**config.mk**
```make
export PLATFORM = sky130hd
export DESIGN_NAME = sprite_plotter
export DESIGN_NICKNAME = d
export VERILOG_FILES = /design/src/rtl/sprite_plotter.sv
export SDC_FILE = /design/constraint.sdc
export NUM_CORES = 1
export LEC_CHECK = 0
export BUFFER_PORTS_ARGS = -buffer_cell sky130_fd_sc_hd__buf_4
export CAP_MARGIN = 25
export CORE_ASPECT_RATIO = 0.6
export CORE_MARGIN = 2
export CORE_UTILIZATION = 35
export CTS_BUF_LIST = sky130_fd_sc_hd__clkbuf_2 sky130_fd_sc_hd__clkbuf_4 sky130_fd_sc_hd__clkbuf_8
export DETAILED_ROUTE_END_ITERATION = 12
export PLACE_DENSITY = 0.53
export SYNTH_ARGS = -nofsm -noshare
export SYNTH_HDL_FRONTEND = slang
export SYNTH_SLANG_ARGS = --single-unit
```
**constraint.sdc**
```tcl
create_clock -name clock -period 2.7 [get_ports clock]
set_input_delay 0.54 -clock clock [delete_from_list [all_inputs] [get_ports clock]]
set_output_delay 0.54 -clock clock [all_outputs]
set_load 0.02 [all_outputs]
```
**src/rtl/sprite_plotter.sv**
```systemverilog
`default_nettype none
// ============================================================================
// Module   : sprite_plotter
// Purpose  : Rasterises one press/garbage sprite request into per-pixel
//            vga_adapter writes (x, y, colour, plot) with a req/busy/done
//            handshake.
// Revision : 1.0  initial release
// ============================================================================
module sprite_plotter #(
  parameter int X0         = 20,
  parameter int LANE_PITCH = 32,
  parameter int PRESS_Y    = 40,
  parameter int GARB_Y     = 90,
  parameter int PRESS_W    = 16,
  parameter int PRESS_H    = 12,
  parameter int GARB_W     = 12,
  parameter int GARB_H     = 8
) (
  input  logic       clock,
  input  logic       reset,
  input  logic       req,
  input  logic       item,
  input  logic       erase,
  input  logic [2:0] position,
  output logic [7:0] x,
  output logic [6:0] y,
  output logic [2:0] colour,
  output logic       plot,
  output logic       busy,
  output logic       done,
  output logic       err
);

  localparam logic [1:0] S_IDLE = 2'd0;
  localparam logic [1:0] S_LOAD = 2'd1;
  localparam logic [1:0] S_PLOT = 2'd2;
  localparam logic [1:0] S_DONE = 2'd3;

  localparam logic [8:0] C_X_LIMIT = 9'd160;
  localparam logic [8:0] C_Y_LIMIT = 9'd120;

  logic [1:0] state_q, state_d;
  logic       item_q, erase_q, fail_q;
  logic [2:0] pos_q;
  logic [8:0] ox_q, oy_q;
  logic [4:0] wm1_q, hm1_q, col_q, row_q;
  logic [7:0] x_q;
  logic [6:0] y_q;
  logic [2:0] colour_q;
  logic       plot_q, busy_q, done_q, err_q;

  logic [1:0] w_lane;
  logic       w_reject;
  logic [8:0] w_x_sum, w_y_sum;
  logic       w_in_view, w_col_last, w_row_last;

  // The press counter sweeps 0..5, so positions 4 and 5 fold back onto lanes 2 and 1.
  always_comb begin
    case (pos_q)
      3'd4:    w_lane = 2'd2;
      3'd5:    w_lane = 2'd1;
      default: w_lane = pos_q[1:0];
    endcase
  end

  assign w_reject   = (pos_q[2] & pos_q[1]) | (~item_q & pos_q[2]);
  assign w_x_sum    = ox_q + {4'd0, col_q};
  assign w_y_sum    = oy_q + {4'd0, row_q};
  assign w_in_view  = (w_x_sum < C_X_LIMIT) && (w_y_sum < C_Y_LIMIT);
  assign w_col_last = (col_q == wm1_q);
  assign w_row_last = (row_q == hm1_q);

  always_comb begin
    state_d = state_q;
    case (state_q)
      S_IDLE:  if (req) state_d = S_LOAD;
      S_LOAD:  state_d = w_reject ? S_DONE : S_PLOT;
      S_PLOT:  if (w_col_last && w_row_last) state_d = S_DONE;
      default: state_d = S_IDLE;
    endcase
  end

  always_ff @(posedge clock) begin
    if (reset) begin
      state_q  <= S_IDLE;
      item_q   <= 1'b0;
      erase_q  <= 1'b0;
      fail_q   <= 1'b0;
      pos_q    <= 3'd0;
      ox_q     <= 9'd0;
      oy_q     <= 9'd0;
      wm1_q    <= 5'd0;
      hm1_q    <= 5'd0;
      col_q    <= 5'd0;
      row_q    <= 5'd0;
      x_q      <= 8'd0;
      y_q      <= 7'd0;
      colour_q <= 3'd0;
      plot_q   <= 1'b0;
      busy_q   <= 1'b0;
      done_q   <= 1'b0;
      err_q    <= 1'b0;
    end else begin
      state_q <= state_d;
      plot_q  <= 1'b0;
      done_q  <= 1'b0;
      err_q   <= 1'b0;
      case (state_q)
        S_IDLE: begin
          busy_q <= req;
          if (req) begin
            item_q  <= item;
            erase_q <= erase;
            pos_q   <= position;
          end
        end
        S_LOAD: begin
          busy_q <= 1'b1;
          fail_q <= w_reject;
          col_q  <= 5'd0;
          row_q  <= 5'd0;
          ox_q   <= 9'(X0 + int'(w_lane) * LANE_PITCH);
          oy_q   <= item_q ? 9'(PRESS_Y) : 9'(GARB_Y);
          wm1_q  <= item_q ? 5'(PRESS_W - 1) : 5'(GARB_W - 1);
          hm1_q  <= item_q ? 5'(PRESS_H - 1) : 5'(GARB_H - 1);
        end
        S_PLOT: begin
          busy_q <= 1'b1;
          plot_q <= w_in_view;
          // Clipped pixels keep x/y/colour frozen; they only consume a cycle.
          if (w_in_view) begin
            x_q      <= w_x_sum[7:0];
            y_q      <= w_y_sum[6:0];
            colour_q <= erase_q ? 3'b000 : (item_q ? 3'b111 : 3'b010);
          end
          if (w_col_last) begin
            col_q <= 5'd0;
            row_q <= row_q + 5'd1;
          end else begin
            col_q <= col_q + 5'd1;
          end
        end
        default: begin
          busy_q <= 1'b1;
          done_q <= 1'b1;
          err_q  <= fail_q;
        end
      endcase
    end
  end

  assign x      = x_q;
  assign y      = y_q;
  assign colour = colour_q;
  assign plot   = plot_q;
  assign busy   = busy_q;
  assign done   = done_q;
  assign err    = err_q;

endmodule
`default_nettype wire

```
==> impl_metrics.toml, run 1 <==
[outcome]
outcome = "finished, final reports clean"

[setup_path]
reg2regPathDepth = 9
path_cells = "ha_1 -> ha_1 -> a21o_1 -> a21oi_1 -> o211ai_1 -> buf_4 -> buf_4 -> or4_1 -> a21oi_1"
startpoint_type = "flip-flop"
crit_fanout = 9
r2r-end = "colour[0]$_SDFFE_PP0P_"
worstPathRequired_ns = 2.93
r2r_slack_ns = 0.25
critPathMaxStageDelay_ns = 0.46
cp_slowest_cell = "or4_1"
crit_path_end_kind = "flip-flop"
cp_data_arrival_time_ns = 2.68
timing.rr.start = "hm1_q[2]$_SDFFE_PP0P_"
path_class = "reg2reg"

[synthesis]
synthAdderAreaFrac_pct = 7.89
ys_ff_latch = 44
syn_avg_cell_area_um2 = 8.88
synth_xor_area_share_pct = 4.34
ys_seq_area_share_pct = 39.7
synth_top_family_by_area = "compound AO/OA/AOI/OAI gates"
synth_edf_count = 0
synthesis.area_mm2 = 0.00222
synthCells = 250
synthFlopType = "dfxtp_1"
synth_compound_area_share_pct = 22.1
synth.distinct_cells = 45
synthMuxAreaShare_pct = 2.31
synth-simple-area-share_pct = 18.0
async_flop_share_pct = 0
synth_warnings = 0
synth.net_count = 272

[power]
leakage_uw = 0.00100
internal_power_uw = 1240
powerDensity_mw_per_mm2 = 747
p_sw_uw = 701
swShare_pct = 36.1
p_total_uw = 1940
combPwrFrac_pct = 34.3
vdd_drop_max_v = 0.000264
clockPowerShare_pct = 23.3
p_seq_share_pct = 42.5

[layout]
finish.instance_area_mm2 = 0.00260
area_delta_synth_final_pct = 17.1
fill_cells = 652
n_antenna_cell = 0
nNetsFinal = 301
drive_gt1_share_pct = 18.6

[global_route]
grt_pass1_wl_um = 8820
grt-ovfl-total = 0
grt_usage_pct = 16.0
antenna_found_initial = 0
grt_pass1_vias = 1755
grt_max_degree = 46

[placed_design]
port_buffers = 29
placed_area_mm2 = 0.00248
gp_congestion = 0.787
post-dp-hpwl_um = 3720

[clock_network]
cts_buffers = 5
cts_resized = 0
path_clk_slew_ns = 0.09
root_buffer = "clkbuf_8"
h-tree-depth = 2
clkLatencyLatePin_ns = 0.30
cts_buffer_depth = 2
cts.sinks = 44
cts_tree = "yes"

[timing]
finalSetupTns_ns = 0
slew_viol_final = 0
slew_headroom_pct = 63.2
rsz0062_at_grt = "no"
whs_ns = 0.469
finalCriticalPeriod_ns = 2.45
timing.final.crit_share_pct = 90.6
tightest_slew_ns = 0.553
max_freq_ghz = 0.409
fin_skew_ns = 0.00853
hold_viol = 0
setup_viol = 0

[die]
num_io_pins = 30
rows = 22
die-area_mm2 = 0.00702
fp.dieW_um = 107
die_h_um = 65.7
initial_core_util_pct = 36.3
core_area_mm2 = 0.00611

[worst_hold_path]
hp-class = "reg2reg"
holdPathStages = 2
min_to = "err$_SDFF_PP0_"
hold_path_startpoint = "fail_q$_SDFFE_PP0P_"

[drt]
wl_um = 5110
drc = 0
post_drt_wl_per_cell_um = 14.0
postRouteAntennaNets = 0
num_vias = 1844
drt_first_pass_iters = 4
via_per_inst = 5.07
drt_iter0_drc = 80

[job]
maxCapViolCount = 0
Yosys cell counts (2+ instances only):
master / n / area [um^2]
a31oi_1: 3 / 18.8
nand2_1: 16 / 60.1
nand4_1: 2 / 12.5
o21ai_0: 17 / 85.1
buf_4: 3 / 22.5
inv_1: 7 / 26.3
ha_1: 14 / 175
nand3_1: 22 / 110
o211ai_1: 2 / 15.0
or3_1: 4 / 25.0
xor2_1: 5 / 43.8
a2111oi_4: 2 / 55.1
dfxtp_1: 44 / 881
a21oi_1: 34 / 170
clkbuf_1: 5 / 18.8
mux2i_1: 4 / 40.0
nand2b_1: 3 / 18.8
a311oi_1: 2 / 17.5
buf_6: 4 / 45.0
a211oi_1: 7 / 52.6
nor2b_1: 2 / 12.5
xnor2_1: 6 / 52.6
a21o_1: 2 / 15.0
nor2_1: 17 / 63.8
or4_1: 3 / 22.5
area by class of cell:
cell class	instances	area, um^2	area share (%)
clock buffers	8	97.6	3.75
inverters	7	26.3	1.01
multi-input cells	184	1210	46.7
flip-flops and latches	44	881	33.9
well taps	84	105	4.04
repair buffers	37	278	10.7
metrics by stage:
stage               worst slack, ns  util (%)  cells
floorplan                     0.514         -    250
global placement              0.239      40.6    353
detailed placement            0.231      40.6    353
CTS                           0.189      42.2    361
global route                 0.0655      42.6    364
finish                        0.255      42.6    364
registers in the layout (all words and copies together), names as in the netlist, 2 cells and up:
signal / flops
col_q: 5
colour: 2
hm1_q: 2
ox_q: 2
pos_q: 3
row_q: 5
state_q: 2
x: 8
y: 7
repair_timing:
action | CTS | global route
hold buffers | 0 | 0
endpoints found under the setup margin | 0 | 9
buffers inserted | 0 | 3
critical path, delay by kind of cell, from the launching register on:
| family | cells | cell delay [ns] |
|---|---|---|
| AO/OA/AOI/OAI | 4 | 0.69 |
| adder cells (fa/ha/maj) | 2 | 0.49 |
| buffers and inverters | 2 | 0.34 |
| flip-flops | 1 | 0.39 |
| AND/OR/NAND/NOR | 1 | 0.46 |
logic make-up (layout without fill, tap and decap cells):
family | Yosys count | count (layout)
adder cells (fa/ha/maj) | 14 | 14
XOR/XNOR | 11 | 11
buffers and inverters | 22 | 52
flip-flops | 44 | 44
AND/OR/NAND/NOR | 78 | 78
AO/OA/AOI/OAI | 76 | 76
multiplexers | 5 | 5
per-layer routing:
layer | GRT usage [%] | part of all wire [%] | up-vias
li1 | - | - | 972
met1 | 23.8 | 57 | 835
met2 | 22.5 | 38 | 29
met3 | 4.17 | 3.9 | 8
met4 | 4.87 | 1.3 | 0
met5 | 0 | 0 | -
power by group through the flow:
stage,logic [uW],registers (uW),clock network (uW)
after CTS,654,827,469
final,666,825,452
after global routing,746,842,491
after global placement,645,841,0
after floorplan,457,859,0
after detailed placement,652,841,0
placed cells by master (no fill, tap or decap), types with 2 or more instances in the layout:
cell type | Yosys | routed
nand3_1 | 22 | 22
or4_1 | 3 | 3
nor2_1 | 17 | 17
xnor2_1 | 6 | 6
a31oi_1 | 3 | 3
a2111oi_4 | 2 | 2
inv_1 | 7 | 7
clkbuf_8 | 0 | 6
a21o_1 | 2 | 2
nand4_1 | 2 | 2
o211ai_1 | 2 | 2
xor2_1 | 5 | 5
buf_4 | 3 | 37
nand2b_1 | 3 | 3
mux2i_1 | 4 | 4
nand2_1 | 16 | 16
ha_1 | 14 | 14
or3_1 | 4 | 4
nor2b_1 | 2 | 2
dfxtp_1 | 44 | 44
a311oi_1 | 2 | 2
o21ai_0 | 17 | 17
clkbuf_4 | 0 | 2
a211oi_1 | 7 | 7
a21oi_1 | 34 | 34
how the worst max path moves through the flow:
| stage | from | endpoint | slack, ns | cells after the start |
|---|---|---|---|---|
| after global routing | hm1_q[1]$_SDFFE_PP0P_ | x[4]$_SDFFE_PP0P_ | 0.07 | 6 |
| after global placement | hm1_q[2]$_SDFFE_PP0P_ | colour[0]$_SDFFE_PP0P_ | 0.24 | 7 |
| after floorplan | hm1_q[1]$_SDFFE_PP0P_ | x[6]$_SDFFE_PP0P_ | 0.51 | 7 |
| after detailed placement | hm1_q[2]$_SDFFE_PP0P_ | x[7]$_SDFFE_PP0P_ | 0.23 | 7 |
| final | hm1_q[2]$_SDFFE_PP0P_ | colour[0]$_SDFFE_PP0P_ | 0.25 | 9 |
| after CTS | hm1_q[2]$_SDFFE_PP0P_ | x[7]$_SDFFE_PP0P_ | 0.19 | 7 |
No activity file was read; power rests on OpenSTA's default activity.
==> run 2: changes to the inputs <==
--- a/config.mk
+++ b/config.mk
@@ -13,6 +13,8 @@
 export CTS_BUF_LIST = sky130_fd_sc_hd__clkbuf_2 sky130_fd_sc_hd__clkbuf_4 sky130_fd_sc_hd__clkbuf_8
 export DETAILED_ROUTE_END_ITERATION = 12
 export PLACE_DENSITY = 0.53
+export REMOVE_ABC_BUFFERS = 1
+export SKIP_LAST_GASP = 1
 export SYNTH_ARGS = -nofsm -noshare
 export SYNTH_HDL_FRONTEND = slang
 export SYNTH_SLANG_ARGS = --single-unit
==> constraint.sdc (replaced) <==
create_clock -name clock -period 2.7 [get_ports clock]
set_input_delay 0.135 -clock clock [delete_from_list [all_inputs] [get_ports clock]]
set_output_delay 0.135 -clock clock [all_outputs]
set_load 0.02 [all_outputs]
==> run 2 against run 1 <==
Against the previous run:
- via count fell by 0.22%
- non-clock buffer count fell by 2
- global-route usage fell by 0.75 points
- hold slack got worse by 0.38 ns
- clock power rose by 20%
- critical path type unchanged
- largest cell class unchanged
==> impl_metrics.toml, run 2 (same netlist as run 1, synthesis figures left out) <==
[outcome]
outcome = "finished, final reports clean"

[drt]
postRouteAntennaNets = 0
drt_first_pass_iters = 4
wl_um = 4980
post_drt_wl_per_cell_um = 13.8
num_vias = 1840
via_per_inst = 5.08
drc = 0
drt_iter0_drc = 129

[timing]
slew_viol_final = 0
rsz0062_at_grt = "no"
slew_headroom_pct = 62.9
tightest_slew_ns = 0.556
timing.final.crit_share_pct = 90.6
max_freq_ghz = 0.409
hold_viol = 0
finalSetupTns_ns = 0
setup_viol = 0
finalCriticalPeriod_ns = 2.45
fin_skew_ns = 0.00393

[power]
clockPowerShare_pct = 26.7
vdd_drop_max_v = 0.000302
p_sw_uw = 722
powerDensity_mw_per_mm2 = 780
internal_power_uw = 1310
p_seq_share_pct = 40.0
combPwrFrac_pct = 33.4
swShare_pct = 35.5
leakage_uw = 0.00101

[global_route]
grt_usage_pct = 15.3
grt_pass1_vias = 1647
grt_pass1_wl_um = 8270
grt_max_degree = 46
grt-ovfl-total = 0
antenna_found_initial = 0

[layout]
n_antenna_cell = 0
finish.instance_area_mm2 = 0.00261
fill_cells = 629
drive_gt1_share_pct = 18.0
area_delta_synth_final_pct = 17.5
final_cell_mix = "dfxtp_1, buf_4, a21oi_1"
largest_reg_flops = 8
nNetsFinal = 299
mostFrequentLayoutCell = "dfxtp_1"

[clock_network]
h-tree-depth = 2
cts_buffer_depth = 2
root_buffer = "clkbuf_8"
cts.sinks = 44
cts_tree = "yes"
post-cts-setup-buffer-count = 0
cts_resized = 0
clkLatencyLatePin_ns = 0.30
path_clk_slew_ns = 0.09
cts_buffers = 5
ctsHoldBuffers = 0

[setup_path]
worstPathRequired_ns = 2.93
crit_fanout = 16
path_class = "reg2reg"
crit_path_end_kind = "flip-flop"
cp_data_arrival_time_ns = 2.68
startpoint_type = "flip-flop"

[placed_design]
gp_congestion = 0.832
post-dp-hpwl_um = 3700
placed_area_mm2 = 0.00249
port_buffers = 29

[die]
rows = 22
initial_core_util_pct = 36.3
die_h_um = 65.7
num_io_pins = 30
die-area_mm2 = 0.00702
core_area_mm2 = 0.00611
fp.dieW_um = 107

[job]
maxCapViolCount = 0

[worst_hold_path]
hp-class = "in2reg"
run 2: cell type report:
| cell class | instances | area, um^2 | share of cell area (%) |
|---|---|---|---|
| inverter | 7 | 26.3 | 1.01 |
| clock inverter | 2 | 38.8 | 1.49 |
| multi-input combinational | 184 | 1210 | 46.5 |
| clock buffer | 6 | 82.6 | 3.16 |
| tap | 84 | 105 | 4.03 |
| timing repair buffer | 35 | 263 | 10.1 |
| sequential | 44 | 881 | 33.7 |
run 2: power groups by stage:
stage | sequential, uW | combinational (uW) | clock [uW]
finish | 814 | 680 | 543
floorplan | 862 | 420 | 0
CTS | 814 | 679 | 560
global placement | 827 | 677 | 0
global route | 827 | 752 | 590
detailed placement | 829 | 677 | 0
run 2: path summary, 6_finish.rpt:
check                                            from                    end  slack (ns)  cells past startpoint
worst max-delay path            hm1_q[2]$_SDFFE_PP0P_      x[7]$_SDFFE_PP0P_        0.25                      8
worst min-delay path                      position[2]  pos_q[2]$_SDFFE_PP0P_        0.09                      3
worst max register to register  hm1_q[2]$_SDFFE_PP0P_      x[7]$_SDFFE_PP0P_        0.25                      8
worst min register to register      x[3]$_SDFFE_PP0P_      x[3]$_SDFFE_PP0P_        0.48                      2
run 2: critical path, stage by stage, from the launching register on:
cell,delay [ns]
dfxtp_1,0.34
buf_4,0.17
ha_1,0.35
o21ai_1,0.11
o21ai_0,0.44
a2111oi_4,0.16
buf_4,0.22
or4_1,0.42
a21oi_1,0.15
run 2: metrics by stage:
step	util, %	worst slack [ns]	std cells	hold slack (ns)	power, uW
floorplan	-	0.365	235	0.204	1280
global placement	40.7	0.251	354	0.404	1500
detailed placement	40.7	0.259	354	0.414	1510
CTS	42.7	0.228	362	0.0808	2050
global route	42.7	0.0572	362	0.0767	2170
finish	42.7	0.253	362	0.0900	2040
run 2: routing by layer:
metal  GRT usage (%)  wire length [um]
met1            23.9              2800
met3            4.56               338
met4            4.38                53
met5               0                 0
met2            19.4              1780
